<file path="src/rtl/mem_arb_pkg.sv">
// Shared types and constants for the IFU/LSU memory-port arbiter.
package mem_arb_pkg;

   typedef enum logic [1:0] {
      IDLE = 2'd0,
      REQ  = 2'd1,
      WAIT = 2'd2
   } state_t;

   typedef enum logic {
      REQ_IFU = 1'b0,
      REQ_LSU = 1'b1
   } req_id_t;

   // Tie-break history after reset points at the IFU, so the LSU wins the first tie.
   localparam req_id_t RESET_LAST_GRANT = REQ_IFU;

   // Memory is addressed in 8-byte words; these low address bits are forced to zero.
   localparam int unsigned ALIGN_BITS     = 3;
   localparam logic [63:0] ALIGN_LSB_MASK = 64'((1 << ALIGN_BITS) - 1);

endpackage

</file>
<file path="src/rtl/rr_pick2.sv">
// Combinational two-way round-robin picker: a lone requester wins, a tie goes
// to whoever did not win last time.
module rr_pick2
   import mem_arb_pkg::*;
(
   input  logic [1:0] req,
   input  req_id_t    last,
   output logic       grant_valid,
   output req_id_t    grant_id
);

   // Select winner; bit 0 is the IFU, bit 1 the LSU.
   always_comb begin
      grant_valid = |req;
      grant_id    = REQ_IFU;
      case (req)
         2'b01:   grant_id = REQ_IFU;
         2'b10:   grant_id = REQ_LSU;
         2'b11:   grant_id = (last == REQ_IFU) ? REQ_LSU : REQ_IFU;
         default: grant_id = REQ_IFU;
      endcase
   end

endmodule

</file>
<file path="src/rtl/mem_arbiter.sv">
// Shares one 64-bit memory port between IFU and LSU, one transaction in flight.
module mem_arbiter
   import mem_arb_pkg::*;
#(
   parameter int unsigned ADDR_W = 64,
   parameter int unsigned DATA_W = 64
) (
   input  logic                clock,
   input  logic                reset,
   input  logic                ifu_req_valid,
   output logic                ifu_req_ready,
   input  logic [ADDR_W-1:0]   ifu_addr,
   output logic                ifu_resp_valid,
   output logic [DATA_W-1:0]   ifu_rdata,
   input  logic                lsu_req_valid,
   output logic                lsu_req_ready,
   input  logic [ADDR_W-1:0]   lsu_addr,
   input  logic                lsu_wen,
   input  logic [DATA_W-1:0]   lsu_wdata,
   input  logic [DATA_W/8-1:0] lsu_wmask,
   output logic                lsu_resp_valid,
   output logic [DATA_W-1:0]   lsu_rdata,
   output logic                mem_req_valid,
   input  logic                mem_req_ready,
   output logic [ADDR_W-1:0]   mem_addr,
   output logic                mem_wen,
   output logic [DATA_W-1:0]   mem_wdata,
   output logic [DATA_W/8-1:0] mem_wmask,
   input  logic                mem_resp_valid,
   input  logic [DATA_W-1:0]   mem_rdata
);

   localparam int unsigned MASK_W = DATA_W / 8;
   localparam logic [ADDR_W-1:0] ADDR_ALIGN = ~ADDR_W'(ALIGN_LSB_MASK);

   state_t              state;
   req_id_t             owner;
   req_id_t             last_grant;
   logic [ADDR_W-1:0]   addr_q;
   logic                wen_q;
   logic [DATA_W-1:0]   wdata_q;
   logic [MASK_W-1:0]   wmask_q;

   logic                grant_valid;
   req_id_t             grant_id;
   logic                accept;
   logic                resp_fire;

   rr_pick2 u_pick (
      .req         ({lsu_req_valid, ifu_req_valid}),
      .last        (last_grant),
      .grant_valid (grant_valid),
      .grant_id    (grant_id)
   );

   // Handshake qualifiers; reset masks both so nothing is accepted or routed in the reset cycle.
   assign accept    = !reset && (state == IDLE) && grant_valid;
   assign resp_fire = !reset && (state == WAIT) && mem_resp_valid;

   assign ifu_req_ready  = accept && (grant_id == REQ_IFU);
   assign lsu_req_ready  = accept && (grant_id == REQ_LSU);
   assign ifu_resp_valid = resp_fire && (owner == REQ_IFU);
   assign lsu_resp_valid = resp_fire && (owner == REQ_LSU);
   assign ifu_rdata      = mem_rdata;
   assign lsu_rdata      = mem_rdata;

   assign mem_req_valid = (state == REQ);
   assign mem_addr      = addr_q;
   assign mem_wen       = wen_q;
   assign mem_wdata     = wdata_q;
   assign mem_wmask     = wmask_q;

   // Transaction FSM plus request latch; latched fields hold until the memory handshake.
   always_ff @(posedge clock) begin
      if (reset) begin
         state      <= IDLE;
         owner      <= REQ_IFU;
         last_grant <= RESET_LAST_GRANT;
         addr_q     <= '0;
         wen_q      <= 1'b0;
         wdata_q    <= '0;
         wmask_q    <= '0;
      end else begin
         case (state)
            IDLE: begin
               if (grant_valid) begin
                  owner      <= grant_id;
                  last_grant <= grant_id;
                  state      <= REQ;
                  if (grant_id == REQ_LSU) begin
                     addr_q  <= lsu_addr & ADDR_ALIGN;
                     wen_q   <= lsu_wen;
                     wdata_q <= lsu_wdata;
                     wmask_q <= lsu_wmask;
                  end else begin
                     addr_q  <= ifu_addr & ADDR_ALIGN;
                     wen_q   <= 1'b0;
                     wdata_q <= '0;
                     wmask_q <= '0;
                  end
               end
            end
            REQ: begin
               if (mem_req_ready) state <= WAIT;
            end
            WAIT: begin
               if (mem_resp_valid) state <= IDLE;
            end
            default: state <= IDLE;
         endcase
      end
   end

endmodule

</file>
<file path="config.mk">
export PLATFORM = sky130hd
export DESIGN_NAME = mem_arbiter
export DESIGN_NICKNAME = d
export VERILOG_FILES = /design/src/rtl/mem_arb_pkg.sv /design/src/rtl/rr_pick2.sv /design/src/rtl/mem_arbiter.sv
export SDC_FILE = /design/constraint.sdc
export NUM_CORES = 1
export LEC_CHECK = 0
export CAP_MARGIN = 40
export CORE_AREA = 2 2 210 212
export DETAILED_ROUTE_END_ITERATION = 16
export DIE_AREA = 0 0 212 214
export PLACE_DENSITY = 0.45
export SLEW_MARGIN = 30
export SYNTH_ARGS = -nofsm -noshare
export SYNTH_HDL_FRONTEND = slang
export SYNTH_HIERARCHICAL = 1
export SYNTH_SLANG_ARGS = --single-unit
</file>
<file path="constraint.sdc">
create_clock -name clock -period 1.65 [get_ports clock]
set_input_delay 0.33 -clock clock [delete_from_list [all_inputs] [get_ports clock]]
set_output_delay 0.33 -clock clock [all_outputs]
set_load 0.02 [all_outputs]
</file>
==> results_dict.tcl, run 1 <==
set metrics [dict create \
    tcrit_tclk_final_pct 118 \
    core_region_area_um2 42900 \
    wirelength_um 24900 \
    routed_vias 4876 \
    ys.flop_type "sky130_fd_sc_hd__dfxtp_1" \
    synth_warnings 6 \
    synth.lib_cells_used.distinct 28 \
    total_leakage_power_nw 4.42 \
    ys_seq_area_share_pct 46.9 \
    finalCoreUtilization_pct 23.6 \
    worst_r2r_endpoint "mem_wdata[5]$_SDFFE_PP0P_" \
    critical_path.cell_chain "or4b_4, nor2_4, buf_6" \
    clkTransAtPathRegs_ns 0.06 \
    hold_path_startpoint "reset" \
    placed_cell_area_um2 9200 \
    worst_stage_delay_on_the_critical_path_ns 0.54 \
    cts_hold_repair.buffers 0 \
    htreeDepth 4 \
    finalInstanceArea_um2 10100 \
    failed_checks "setup timing" \
    fin_hold_ws_ns 0.317 \
    layout.filler_cells 4676 \
    replace_congestion 0.679 \
    tritoncts "yes" \
    timing.critical_path.fanout_max 4 \
    status "finished with violations" \
    numCtsBuffers 17 \
    grt_max_degree 41 \
    seq_power_share_pct 37.3 \
    dieWidth_um 212 \
    post-route-worst-setup-slack_ns -0.293 \
    gr-total-overflow 0 \
    die_area_um2 45400 \
    critPathLaunchType "flop" \
    async_reset_ff_share_pct 0 \
    final-setup-viol-count 77 \
    critical_path_buf_inv_count 1 \
    grt_pass1_wl_um 34400 \
    max_cap_viol_count 0 \
    report.power.total_mw 9.94 \
    final_layout_size_suffix_gt1_share_pct 13.6 \
    initialDrtViolationCount 114 \
    postRouteAntennaNets 0 \
    grt_antenna_before_repair 0 \
    num_antenna_cells 0 \
    required_ns 1.32 \
    synth_seq_cells 137 \
    crit_type "reg2out" \
    powerDensity_nw_per_um2 982 \
    ios 541 \
    worst_path_max_delay_cell "sky130_fd_sc_hd__or4b_4" \
    synthToLayoutAreaGrowth_pct 73.1 \
    mostFrequentLayoutCell "sky130_fd_sc_hd__clkdlybuf4s50_1" \
    multiInputGateArea_um2 1960 \
    height_of_the_die_um 214 \
    layout_min_cycle_time_ns 1.94 \
    critical_path.endpoint_type "primary output" \
    syn-mean-instance-area_um2 11.2 \
    ff2ff_setup_slack_ns -0.28 \
    critical_path_arrival_ns 1.61 \
    rsz0062_at_grt "true" \
    place.port_buffers 339 \
    maxSlewViolCount 0 \
    crit_path_max_delay_family "simple AND/OR/NAND/NOR gates" \
    power.switching_mw 2.78 \
    fin_worst_skew_ns 0.00709 \
    final_net_count 1044 \
    final_cell_mix "197 x sky130_fd_sc_hd__clkdlybuf4s50_1, 135 x sky130_fd_sc_hd__dlygate4sd2_1, 134 x sky130_fd_sc_hd__dfxtp_1" \
    clock_tree.root_cell "sky130_fd_sc_hd__clkbuf_16" \
    achievable-frequency_mhz 515 \
    worstHoldPathCells 3 \
    min_path_type "in2reg" \
    worst_ir_drop_vdd_uv 524 \
    first_global_vias 5170 \
    comb_power_share_pct 21.6 \
    detailedPlace.worstSlack_ns -0.867 \
    p_int_mw 7.16 \
    grt.total_usage_pct 10.7 \
    flip_flop_and_latch_area_um2 2750 \
    count_of_flip_flops_with_a_built_in_enable_after_synthesis 0 \
    ff2ff_path_depth 9 \
    initial_utilization_pct 13.6 \
    placement_rows 76 \
    timing.final.hold_violations 0 \
    clock_power_share_pct 41.0 \
    place.detailed.hpwl_um 18500 \
    clock-sinks 137 \
    synthesis.instances 522 \
    switching_share_pct 28.0 \
    worst_skew_pair.late_latency_ns 0.46 \
    cts_buffer_depth 2 \
    post_drt_wl_per_cell_um 18.2 \
    timing.critical_path.depth 3 \
    reg2reg_from "state[1]$_SDFFE_PP0P_" \
    average_via_count_per_standard_cell 3.56 \
    hold_path_end "mem_wdata[40]$_SDFFE_PP0P_" \
    post_synth_instance_area_um2 5850 \
    drt-pass1-iter-count 4 \
    post-route-drc-count 0 \
]
-- power groups by stage --
stage | Sequential (mW) | Combinational [mW] | Clock, mW
after floorplan | 4.09 | 1.01 | 0
after global placement | 3.79 | 2.19 | 0
after detailed placement | 3.78 | 2.19 | 0
after CTS | 3.71 | 2.16 | 4.30
after global routing | 3.75 | 2.29 | 4.39
final | 3.71 | 2.15 | 4.08
-- tightest hold or removal path, cell delays in order --
cell                             delay, ns
sky130_fd_sc_hd__dlymetal6s2s_1       0.20
sky130_fd_sc_hd__buf_4                0.16
sky130_fd_sc_hd__a21oi_1              0.03
-- through the flow --
step	instances	setup TNS, ns
3_5_place_dp	1318	-98.95
5_1_grt	1370	-22.08
3_3_place_gp	1318	-96.34
2_1_floorplan	524	0
4_1_cts	1364	-15.00
6_report	1370	-17.02
-- state kept, by name, indices dropped and copies added (netlist names) --
| name | cells |
|---|---|
| last_grant | 1 |
| mem_addr | 61 |
| mem_wdata | 64 |
| mem_wen | 1 |
| mem_wmask | 8 |
| state | 2 |
-- what timing repair did --
action	in CTS	in global routing
endpoints found under the setup margin	272	78
gates resized for setup	174	20
gates cloned	8	2
pin swaps	3	6
setup buffers	8	6
-- worst max-delay path by stage --
stage	endpoint	from	slack [ns]
global placement	ifu_req_ready	ifu_req_valid	-0.86
detailed placement	ifu_req_ready	lsu_req_valid	-0.87
finish	lsu_req_ready	state[1]$_SDFFE_PP0P_	-0.29
CTS	lsu_req_ready	state[0]$_SDFFE_PP0P_	-0.39
floorplan	lsu_req_ready	reset	0.02
global route	lsu_req_ready	state[1]$_SDFFE_PP0P_	-0.37
-- area by class of cell --
cell class              count  area share, %
flip-flops and latches    137           27.2
clock buffers              19           4.37
repair buffers            398           40.2
inverters                   1         0.0371
clock inverters            12           1.64
multi-input cells         218           19.4
well taps                 585           7.23
-- Yosys cell counts, types with 2 or more instances --
cell,instances,share of area [%]
sky130_fd_sc_hd__a21oi_1,2,0.17
sky130_fd_sc_hd__a22o_1,72,11
sky130_fd_sc_hd__buf_1,14,0.90
sky130_fd_sc_hd__buf_2,4,0.34
sky130_fd_sc_hd__buf_4,131,17
sky130_fd_sc_hd__buf_6,8,1.5
sky130_fd_sc_hd__clkbuf_1,11,0.71
sky130_fd_sc_hd__dfxtp_1,137,47
sky130_fd_sc_hd__mux2i_1,61,10
sky130_fd_sc_hd__nor2_1,4,0.26
sky130_fd_sc_hd__o2bb2ai_1,61,9.1
-- routing by layer --
metal / global-route usage (%) / wire [µm]
met5: 0.862 / 53
met1: 9.89 / 8720
met2: 17.7 / 11800
met3: 5.32 / 2800
met4: 8.99 / 1600
-- kinds of logic after synthesis --
logic type | Yosys count | synth area share [%]
buffers and inverters | 169 | 20.4
AND/OR/NAND/NOR | 16 | 1.78
other | 1 | 0.0641
flip-flops | 137 | 46.9
AO/OA/AOI/OAI | 138 | 20.5
multiplexers | 61 | 10.4
Power figures use the tool's default switching activity.
==> run 2, diff against run 1 <==
Settings changed: GPL_ROUTABILITY_DRIVEN set to 0, MAX_ROUTING_LAYER set to met4.
==> results_dict.tcl, run 2 (same netlist as run 1, synthesis figures left out) <==
set metrics [dict create \
    largest_reg_flops 64 \
    final_layout_size_suffix_gt1_share_pct 13.6 \
    rsz0062_at_grt "true" \
    htreeDepth 4 \
    tritoncts "yes" \
    final_cell_mix "197 x sky130_fd_sc_hd__clkdlybuf4s50_1, 135 x sky130_fd_sc_hd__dlygate4sd2_1, 134 x sky130_fd_sc_hd__dfxtp_1" \
    initial_utilization_pct 13.6 \
    grt.total_usage_pct 11.1 \
    num_antenna_cells 0 \
    worst_skew_pair.late_latency_ns 0.46 \
    initialDrtViolationCount 139 \
    achievable-frequency_mhz 515 \
    min_path_type "in2reg" \
    gr-total-overflow 0 \
    numCtsBuffers 17 \
    first_global_vias 5199 \
    place.detailed.hpwl_um 18500 \
    die_area_um2 45400 \
    met2_length_um 11800 \
    mostFrequentLayoutCell "sky130_fd_sc_hd__clkdlybuf4s50_1" \
    final-setup-viol-count 77 \
    final_instance_count_excl_fillers 1370 \
    max_cap_viol_count 0 \
    dieWidth_um 212 \
    synthToLayoutAreaGrowth_pct 73.1 \
    cts_hold_repair.buffers 0 \
    clock_tree.root_cell "sky130_fd_sc_hd__clkbuf_16" \
    topRoutingLayerUsed "met4" \
    worstHoldPathCells 3 \
    critical_path.endpoint_type "primary output" \
    maxSlewViolCount 0 \
    fin_worst_skew_ns 0.00890 \
    clock-sinks 137 \
    timing.critical_path.fanout_max 4 \
    timing.final.hold_violations 0 \
    routed_vias 4889 \
    wirelength_um 24900 \
    tcrit_tclk_final_pct 118 \
    total_leakage_power_nw 4.42 \
    post-route-worst-setup-slack_ns -0.291 \
    cts_buffer_depth 2 \
    status "finished with violations" \
    height_of_the_die_um 214 \
    layout_min_cycle_time_ns 1.94 \
    met1_length_um 8800 \
    postRouteAntennaNets 0 \
    grt_pass1_wl_um 34200 \
    place.port_buffers 339 \
    post-route-drc-count 0 \
    required_ns 1.32 \
    drt-pass1-iter-count 4 \
    worst_path_max_delay_cell "sky130_fd_sc_hd__or4b_4" \
    worst_stage_delay_on_the_critical_path_ns 0.54 \
    worst_ir_drop_vdd_uv 524 \
    critPathLaunchType "flop" \
    failed_checks "setup timing" \
    core_region_area_um2 42900 \
    grt_antenna_before_repair 0 \
    post_drt_wl_per_cell_um 18.2 \
    crit_type "reg2out" \
    placedCellCount 1318 \
    report.power.total_mw 9.93 \
    average_via_count_per_standard_cell 3.57 \
    powerDensity_nw_per_um2 981 \
    ios 541 \
    detailedPlace.worstSlack_ns -0.867 \
    critical_path.cell_chain "or4b_4, nor2_4, buf_6" \
    clkTransAtPathRegs_ns 0.06 \
    met3WireLength_um 2710 \
    ff2ff_path_depth 9 \
    final_net_count 1044 \
    placement_rows 76 \
    fin_hold_ws_ns 0.312 \
    grt_max_degree 41 \
    critical_path_arrival_ns 1.61 \
]
[run 2: cell counts in the layout (fill, tap and decap cells not counted)]
No cell type changed its count.
[run 2: final cells by class]
| cell class | instances | area [µm²] |
|---|---|---|
| Clock buffer | 19 | 443 |
| Clock inverter | 12 | 166 |
| Fill cell | 4676 | 32800 |
| Inverter | 1 | 3.75 |
| Multi-Input combinational cell | 218 | 1960 |
| Sequential cell | 137 | 2750 |
| Tap cell | 585 | 732 |
| Timing Repair Buffer | 398 | 4070 |
[run 2: what timing repair did]
item	4_1_cts	5_1_grt
buffers inserted	8	6
endpoints found under the setup margin	272	78
gates resized for setup	174	20
pin swaps	3	6
hold endpoints to repair	0	0
gates cloned	8	2
[run 2: metal layers]
metal | global-route usage [%] | vias up
li1 | - | 2286
met1 | 10.2 | 2188
met2 | 17.6 | 348
met3 | 4.97 | 67
met4 | 9.15 | 0
met5 | - | -
[run 2: worst paths after layout]
kind / endpoint / startpoint / slack (ns)
hold / removal: mem_wdata[40]$_SDFFE_PP0P_ / reset / 0.31
setup / recovery: lsu_req_ready / state[1]$_SDFFE_PP0P_ / -0.29
hold reg to reg: mem_addr[41]$_SDFFE_PP0P_ / mem_addr[41]$_SDFFE_PP0P_ / 0.45
setup reg to reg: mem_wdata[5]$_SDFFE_PP0P_ / state[1]$_SDFFE_PP0P_ / -0.28
[run 2: through the flow]
step / utilization (%) / setup TNS (ns) / instance area [µm²]
3_5_place_dp: 21.4 / -98.95 / 9200
5_1_grt: 23.6 / -22.04 / 10100
2_1_floorplan: - / 0 / 5880
4_1_cts: 23.3 / -15.00 / 10000
3_3_place_gp: 21.4 / -96.34 / 9200
6_report: 23.6 / -16.79 / 10100
[run 2: report_power, final]
part / internal, mW / switching, mW
Sequential: 3.57 / 0.139
Combinational: 1.16 / 0.992
Clock: 2.43 / 1.65
Total: 7.16 / 2.78
[run 2: worst max-delay path, delay by kind of cell (launching register included)]
kind	cells	cell delay, ns
and+or+nand+nor	2	0.68
buffers and inverters	1	0.14
DFF	1	0.34
